<file path="src/rtl/binary_to_bcd_if.sv">
// -----------------------------------------------------------------------------
// binary_to_bcd_if
// Start/done handshake bundle for the binary_to_bcd converter.
//   start    : request a conversion of bin (taken only while busy=0)
//   bin      : 14-bit unsigned value, sampled on the accepting edge
//   busy     : conversion in progress
//   done     : one-cycle pulse, bcd/overflow just updated
//   bcd      : packed 4-digit BCD result (thousands in [15:12])
//   overflow : value at acceptance was above 9999
// Modports: master issues requests, slave is the converter.
// -----------------------------------------------------------------------------
interface binary_to_bcd_if;
    logic        start;
    logic [13:0] bin;
    logic        busy;
    logic        done;
    logic [15:0] bcd;
    logic        overflow;

    modport master (
        output start,
        output bin,
        input  busy,
        input  done,
        input  bcd,
        input  overflow
    );

    modport slave (
        input  start,
        input  bin,
        output busy,
        output done,
        output bcd,
        output overflow
    );
endinterface

</file>
<file path="src/rtl/binary_to_bcd.sv">
// -----------------------------------------------------------------------------
// binary_to_bcd
// Sequential 14-bit binary to 4-digit packed BCD converter (double-dabble,
// one bit per clock). A conversion takes 14 shift cycles after the accepting
// edge; done pulses for one cycle when bcd/overflow are updated.
// Ports:
//   clk   : rising-edge clock
//   rst_n : asynchronous active-low reset
//   bus   : binary_to_bcd_if.slave (start, bin, busy, done, bcd, overflow)
// Build option:
//   BCD_SATURATE_EN - when defined, an overflowing input reports 16'h9999
//                     instead of the raw (bin mod 10000) digits.
// -----------------------------------------------------------------------------
module binary_to_bcd (
    input  logic             clk,
    input  logic             rst_n,
    binary_to_bcd_if.slave   bus
);

    typedef enum logic {
        IDLE  = 1'b0,
        SHIFT = 1'b1
    } state_t;

    state_t      state_q;
    state_t      state_d;

    logic [13:0] bin_q;        // captured copy of bin, consumed MSB first
    logic [15:0] scratch_q;    // BCD digits being built
    logic [3:0]  cnt_q;        // bits left to consume
    logic        ovf_pend_q;   // overflow of the value in flight
    logic [15:0] bcd_q;
    logic        ovf_q;
    logic        done_q;

    logic        load;
    logic        step;
    logic        finish;
    logic [15:0] adj;
    logic [29:0] shifted;

    function automatic logic [3:0] add3(input logic [3:0] d);
        return (d >= 4'd5) ? d + 4'd3 : d;
    endfunction

`ifdef BCD_SATURATE_EN
    function automatic logic [15:0] sat_bcd(input logic [15:0] raw, input logic ovf);
        return ovf ? 16'h9999 : raw;
    endfunction
`endif

    // Add-3 on the pre-shift digits, then shift {scratch, bin} left by one.
    // Whatever leaves the thousands digit falls off the top, so the result
    // is bin mod 10000.
    always_comb begin
        adj     = {add3(scratch_q[15:12]), add3(scratch_q[11:8]),
                   add3(scratch_q[7:4]),   add3(scratch_q[3:0])};
        shifted = {adj, bin_q} << 1;
    end

    // ---- FSM: state register ----
    always_ff @(posedge clk or negedge rst_n) begin
        if (!rst_n) begin
            state_q <= IDLE;
        end else begin
            state_q <= state_d;
        end
    end

    // ---- FSM: next state and control ----
    always_comb begin
        state_d = state_q;
        load    = 1'b0;
        step    = 1'b0;
        finish  = 1'b0;
        case (state_q)
            IDLE: begin
                if (bus.start) begin
                    load    = 1'b1;
                    state_d = SHIFT;
                end
            end
            SHIFT: begin
                step = 1'b1;
                if (cnt_q == 4'd1) begin
                    finish  = 1'b1;
                    state_d = IDLE;
                end
            end
            default: state_d = IDLE;
        endcase
    end

    // ---- Datapath and result registers ----
    always_ff @(posedge clk or negedge rst_n) begin
        if (!rst_n) begin
            bin_q      <= '0;
            scratch_q  <= '0;
            cnt_q      <= '0;
            ovf_pend_q <= 1'b0;
            bcd_q      <= '0;
            ovf_q      <= 1'b0;
            done_q     <= 1'b0;
        end else begin
            done_q <= finish;
            if (load) begin
                bin_q      <= bus.bin;
                scratch_q  <= '0;
                cnt_q      <= 4'd14;
                ovf_pend_q <= (bus.bin > 14'd9999);
            end else if (step) begin
                scratch_q <= shifted[29:14];
                bin_q     <= shifted[13:0];
                cnt_q     <= cnt_q - 4'd1;
            end
            if (finish) begin
`ifdef BCD_SATURATE_EN
                bcd_q <= sat_bcd(shifted[29:14], ovf_pend_q);
`else
                bcd_q <= shifted[29:14];
`endif
                ovf_q <= ovf_pend_q;
            end
        end
    end

    assign bus.busy     = (state_q == SHIFT);
    assign bus.done     = done_q;
    assign bus.bcd      = bcd_q;
    assign bus.overflow = ovf_q;

endmodule

</file>
<file path="src/flat_wrapper.sv">
// flat-port wrapper written by rule: the top's interface ports become plain ports
module binary_to_bcd_flat 
  (clk, rst_n, bus_start, bus_bin, bus_busy, bus_done, bus_bcd, bus_overflow);
  binary_to_bcd_if bus_i ();
  input  logic clk;
  input  logic rst_n;
  input wire logic [$bits(bus_i.start)-1:0] bus_start;
  input wire logic [$bits(bus_i.bin)-1:0] bus_bin;
  output wire logic [$bits(bus_i.busy)-1:0] bus_busy;
  output wire logic [$bits(bus_i.done)-1:0] bus_done;
  output wire logic [$bits(bus_i.bcd)-1:0] bus_bcd;
  output wire logic [$bits(bus_i.overflow)-1:0] bus_overflow;
  assign bus_i.start = bus_start;
  assign bus_i.bin = bus_bin;
  assign bus_busy = bus_i.busy;
  assign bus_done = bus_i.done;
  assign bus_bcd = bus_i.bcd;
  assign bus_overflow = bus_i.overflow;
  binary_to_bcd u_core (.clk(clk), .rst_n(rst_n), .bus(bus_i));
endmodule
</file>
<file path="config.mk">
export PLATFORM = sky130hd
export DESIGN_NAME = binary_to_bcd_flat
export DESIGN_NICKNAME = d
export VERILOG_FILES = /design/src/rtl/binary_to_bcd_if.sv /design/src/rtl/binary_to_bcd.sv /design/src/flat_wrapper.sv
export SDC_FILE = /design/constraint.sdc
export NUM_CORES = 1
export LEC_CHECK = 0
export CORE_MARGIN = 2
export CORE_UTILIZATION = 45
export CTS_CLUSTER_DIAMETER = 80
export CTS_CLUSTER_SIZE = 16
export DETAILED_ROUTE_END_ITERATION = 7
export PLACE_DENSITY = 0.68
export RECOVER_POWER = 100
export SLEW_MARGIN = 0
export SYNTH_ARGS = -nofsm -noshare
export SYNTH_HDL_FRONTEND = slang
export SYNTH_SLANG_ARGS = --single-unit
</file>
<file path="constraint.sdc">
create_clock -name clk -period 2.2 [get_ports clk]
set_clock_uncertainty 0.05 [all_clocks]
set_input_delay 0.33 -clock clk [delete_from_list [all_inputs] [get_ports clk]]
set_output_delay 0.33 -clock clk [all_outputs]
set_load 0.03 [all_outputs]
</file>
==> out/summary.txt <==
status -> finished clean
max_slew headroom -> 31.8%
vias in the first global route -> 1815
DIE AREA -> 6420 um2
htree depth -> 2
Max-Cap Viols -> 0
fraction of layout cells with a size suffix above 1 -> 6.19%
non-filler cells, final -> 363
Post-DP HPWL -> 3510 um
Multi-input gate area -> 1150 um2
Logic pwr share -> 47.2%
mapped cell area -> 2610 um2
met2 Usage GRT -> 26.7%
GP Congestion -> 0.781
Flop pwr share -> 40.0%
Sw Pwr -> 1760 uW
root buf cell -> clkbuf_8
asr flop ratio synth -> 100%
Placed Area -> 3050 um2
Yosys warning count -> 0
EDFF count, synth -> 0
Worst Setup EP -> u_core.cnt_q[3]$_DFFE_PN0P_
synth unique cells -> 29
Initial Util -> 47.1%
r2r endpoint -> u_core.cnt_q[3]$_DFFE_PN0P_
first-pass iteration count of the detailed router -> 4
Slew Viols, Final -> 0
Post-CTS Setup Inserts -> 0
CTS sink cnt -> 54
Mapped Nets -> 280
R2R depth -> 5
pin count of the biggest net entering global routing -> 31
RSZ-0062 raised after global routing -> false
post-synthesis sequential area ratio -> 51.8%
met1 Resource Use GR -> 24.5%
Hold Path Cell Cnt -> 2
first-pass GRT wire length -> 8600 um
RR Startpoint -> u_core.bus.busy$_DFF_PN0_
Final Instance Area -> 3130 um2
Clk pwr share -> 12.8%
Hold Crit Class -> register to register
arrival time worst endpoint -> 2000 ps
Iteration-0 DRC Markers -> 47
final WL -> 4940 um
Syn Inst Count -> 253
# DRC -> 0
Clk pin slew, worst setup/hold paths -> 90 ps
Top FF cell, synth -> dfrtp_1
mean post-synth cell area -> 10.3 um2
IO Count -> 36
CTS resizes -> 0
grt peak-use layer -> met2
grt met3 use -> 3.82%
endpoints failing setup -> 0
Clock Latency Late Sink -> 300 ps
clk buf depth -> 2
setup TNS -> 0 ps
IO Port Bufs -> 35
Hold Vio Cnt, Final -> 0
Inserted Clock Buffers -> 5
Crit. End Element -> register
Die Width -> 80.1 um
grt total ovfl -> 0
WP data required -> 2350 ps
Final ANT Viol Nets -> 0
switching power share of the total -> 40.7%
hold_buf cts -> 1
final worst path period share -> 84.3%
Cell Rows -> 27
Via Count -> 1859
cell count after placement -> 355
Tightest Pin Transition -> 1020 ps
filler cell count -> 527
R2R setup slack -> 350 ps
Die Span Y -> 80.1 um
NumNets Final -> 318
achievable frequency -> 539 MHz
Diodes inserted -> 0
Setup crit start -> u_core.bus.busy$_DFF_PN0_
crit-path max FO -> 29
Final min period -> 1850 ps
core footprint -> 5540 um2
Power Density -> 1380 nW/um2
WS Path Type -> register to register
Static Leak -> 0.00151 uW
initial antenna violation count -> 0
VDD IR-drop max -> 0.791 mV
CTS tree -> done
routed len/inst -> 13.6 um
Seq. cell area -> 1350 um2
vias per cell -> 5.12
number of synthesized register bits -> 54
Startpoint Class -> register
Area Overhead vs Synth -> 19.8%
internal power -> 2570 uW
overall routing resource usage -> 17.2%
==> layout make-up <==
type | count | area share (%)
Clock buffer | 7 | 2.76
Inverter | 11 | 1.32
Multi-Input combinational cell | 176 | 36.8
Sequential cell | 54 | 43.3
Tap cell | 72 | 2.88
Timing Repair Buffer | 43 | 13.0
==> registers in the layout, indices dropped and copies added, names as in the netlist <==
signal	cells
u_core.bus.bcd	16
u_core.scratch_q	16
u_core.bin_q	14
u_core.cnt_q	4
u_core.bus.busy	1
u_core.bus.done	1
u_core.bus.overflow	1
u_core.ovf_pend_q	1
==> layout by cell type (no fill, tap or decap), types with 3 or more instances in the layout <==
| cell | synthesis | routed |
|---|---|---|
| dfrtp_1 | 54 | 53 |
| xnor2_1 | 5 | 5 |
| nor3b_1 | 5 | 5 |
| dlygate4sd3_1 | 0 | 21 |
| a32o_1 | 3 | 3 |
| clkbuf_8 | 0 | 6 |
| a31oi_1 | 3 | 3 |
| mux2_1 | 0 | 4 |
| nand2_1 | 40 | 40 |
| o21ai_0 | 29 | 29 |
| nand2b_1 | 15 | 15 |
| mux2i_1 | 25 | 25 |
| inv_1 | 10 | 10 |
| a21o_1 | 3 | 3 |
| ha_1 | 10 | 10 |
| nor2_1 | 11 | 11 |
| clkbuf_1 | 4 | 3 |
| clkbuf_2 | 0 | 4 |
| a21oi_1 | 10 | 10 |
| clkdlybuf4s50_1 | 0 | 14 |
==> synthesized netlist by cell type (2+ instances only) <==
cell type,n,area [um2]
clkbuf_1,4,15.0
nor3b_1,5,37.5
nor3_1,2,10.0
dfrtp_1,54,1350
buf_4,3,22.5
o31ai_1,2,15.0
mux2_2,4,45.0
a32o_1,3,30.0
nand3_1,2,10.0
a21oi_1,10,50.1
buf_2,5,25.0
ha_1,10,125
nor2_1,11,41.3
mux2i_1,25,250
inv_1,10,37.5
xnor2_1,5,43.8
nand2_1,40,150
o21ai_0,29,145
a21o_1,3,22.5
a31oi_1,3,18.8
nand2b_1,15,93.8
==> per-stage QoR <==
stage	hold WS, ps	util (%)	worst slack (ps)	power (uW)
finish	428	56.4	345	4330
floorplan	-15.6	-	643	3240
global placement	242	55.0	535	3840
CTS	442	56.8	447	4490
global route	460	56.4	180	4730
detailed placement	248	55.0	478	3920
==> worst min-delay path by stage <==
stage	startpoint	endpoint	slack (ps)
after CTS	rst_n	u_core.bus.bcd[1]$_DFFE_PN0P_	440
after floorplan	rst_n	u_core.bin_q[0]$_DFFE_PN0P_	-20
after global placement	rst_n	u_core.scratch_q[5]$_DFFE_PN0P_	240
final	u_core.bus.bcd[12]$_DFFE_PN0P_	u_core.bus.bcd[12]$_DFFE_PN0P_	430
after detailed placement	rst_n	u_core.bus.bcd[1]$_DFFE_PN0P_	250
after global routing	u_core.bus.bcd[15]$_DFFE_PN0P_	u_core.bus.bcd[15]$_DFFE_PN0P_	460
==> critical path, stage by stage (launching register included) <==
cell	delay, ps
dfrtp_2	410
clkbuf_2	400
nor2_1	200
clkbuf_1	390
a21oi_1	70
o22a_1	220
==> metal layers <==
metal / part of all wire, % / routed length (um)
met5: 0 / 0
met4: 0.34 / 17
met2: 48 / 2360
met3: 3.7 / 183
met1: 48 / 2380
==> power by group through the flow <==
stage | sequential, uW | clock [uW] | combinational [uW]
floorplan | 1980 | 0 | 1260
global placement | 1750 | 0 | 2090
detailed placement | 1760 | 0 | 2160
CTS | 1740 | 579 | 2170
global route | 1800 | 618 | 2310
finish | 1730 | 555 | 2040
==> cells by family after synthesis <==
group	after synthesis	share of synthesized area, %
flip-flops	54	51.8
XOR/XNOR	5	1.68
AND/OR/NAND/NOR	78	14.0
multiplexers	30	11.9
adder cells (fa/ha/maj)	10	4.80
AO/OA/AOI/OAI	53	11.8
buffers and inverters	23	3.98
No activity file was read; power rests on OpenSTA's default activity.
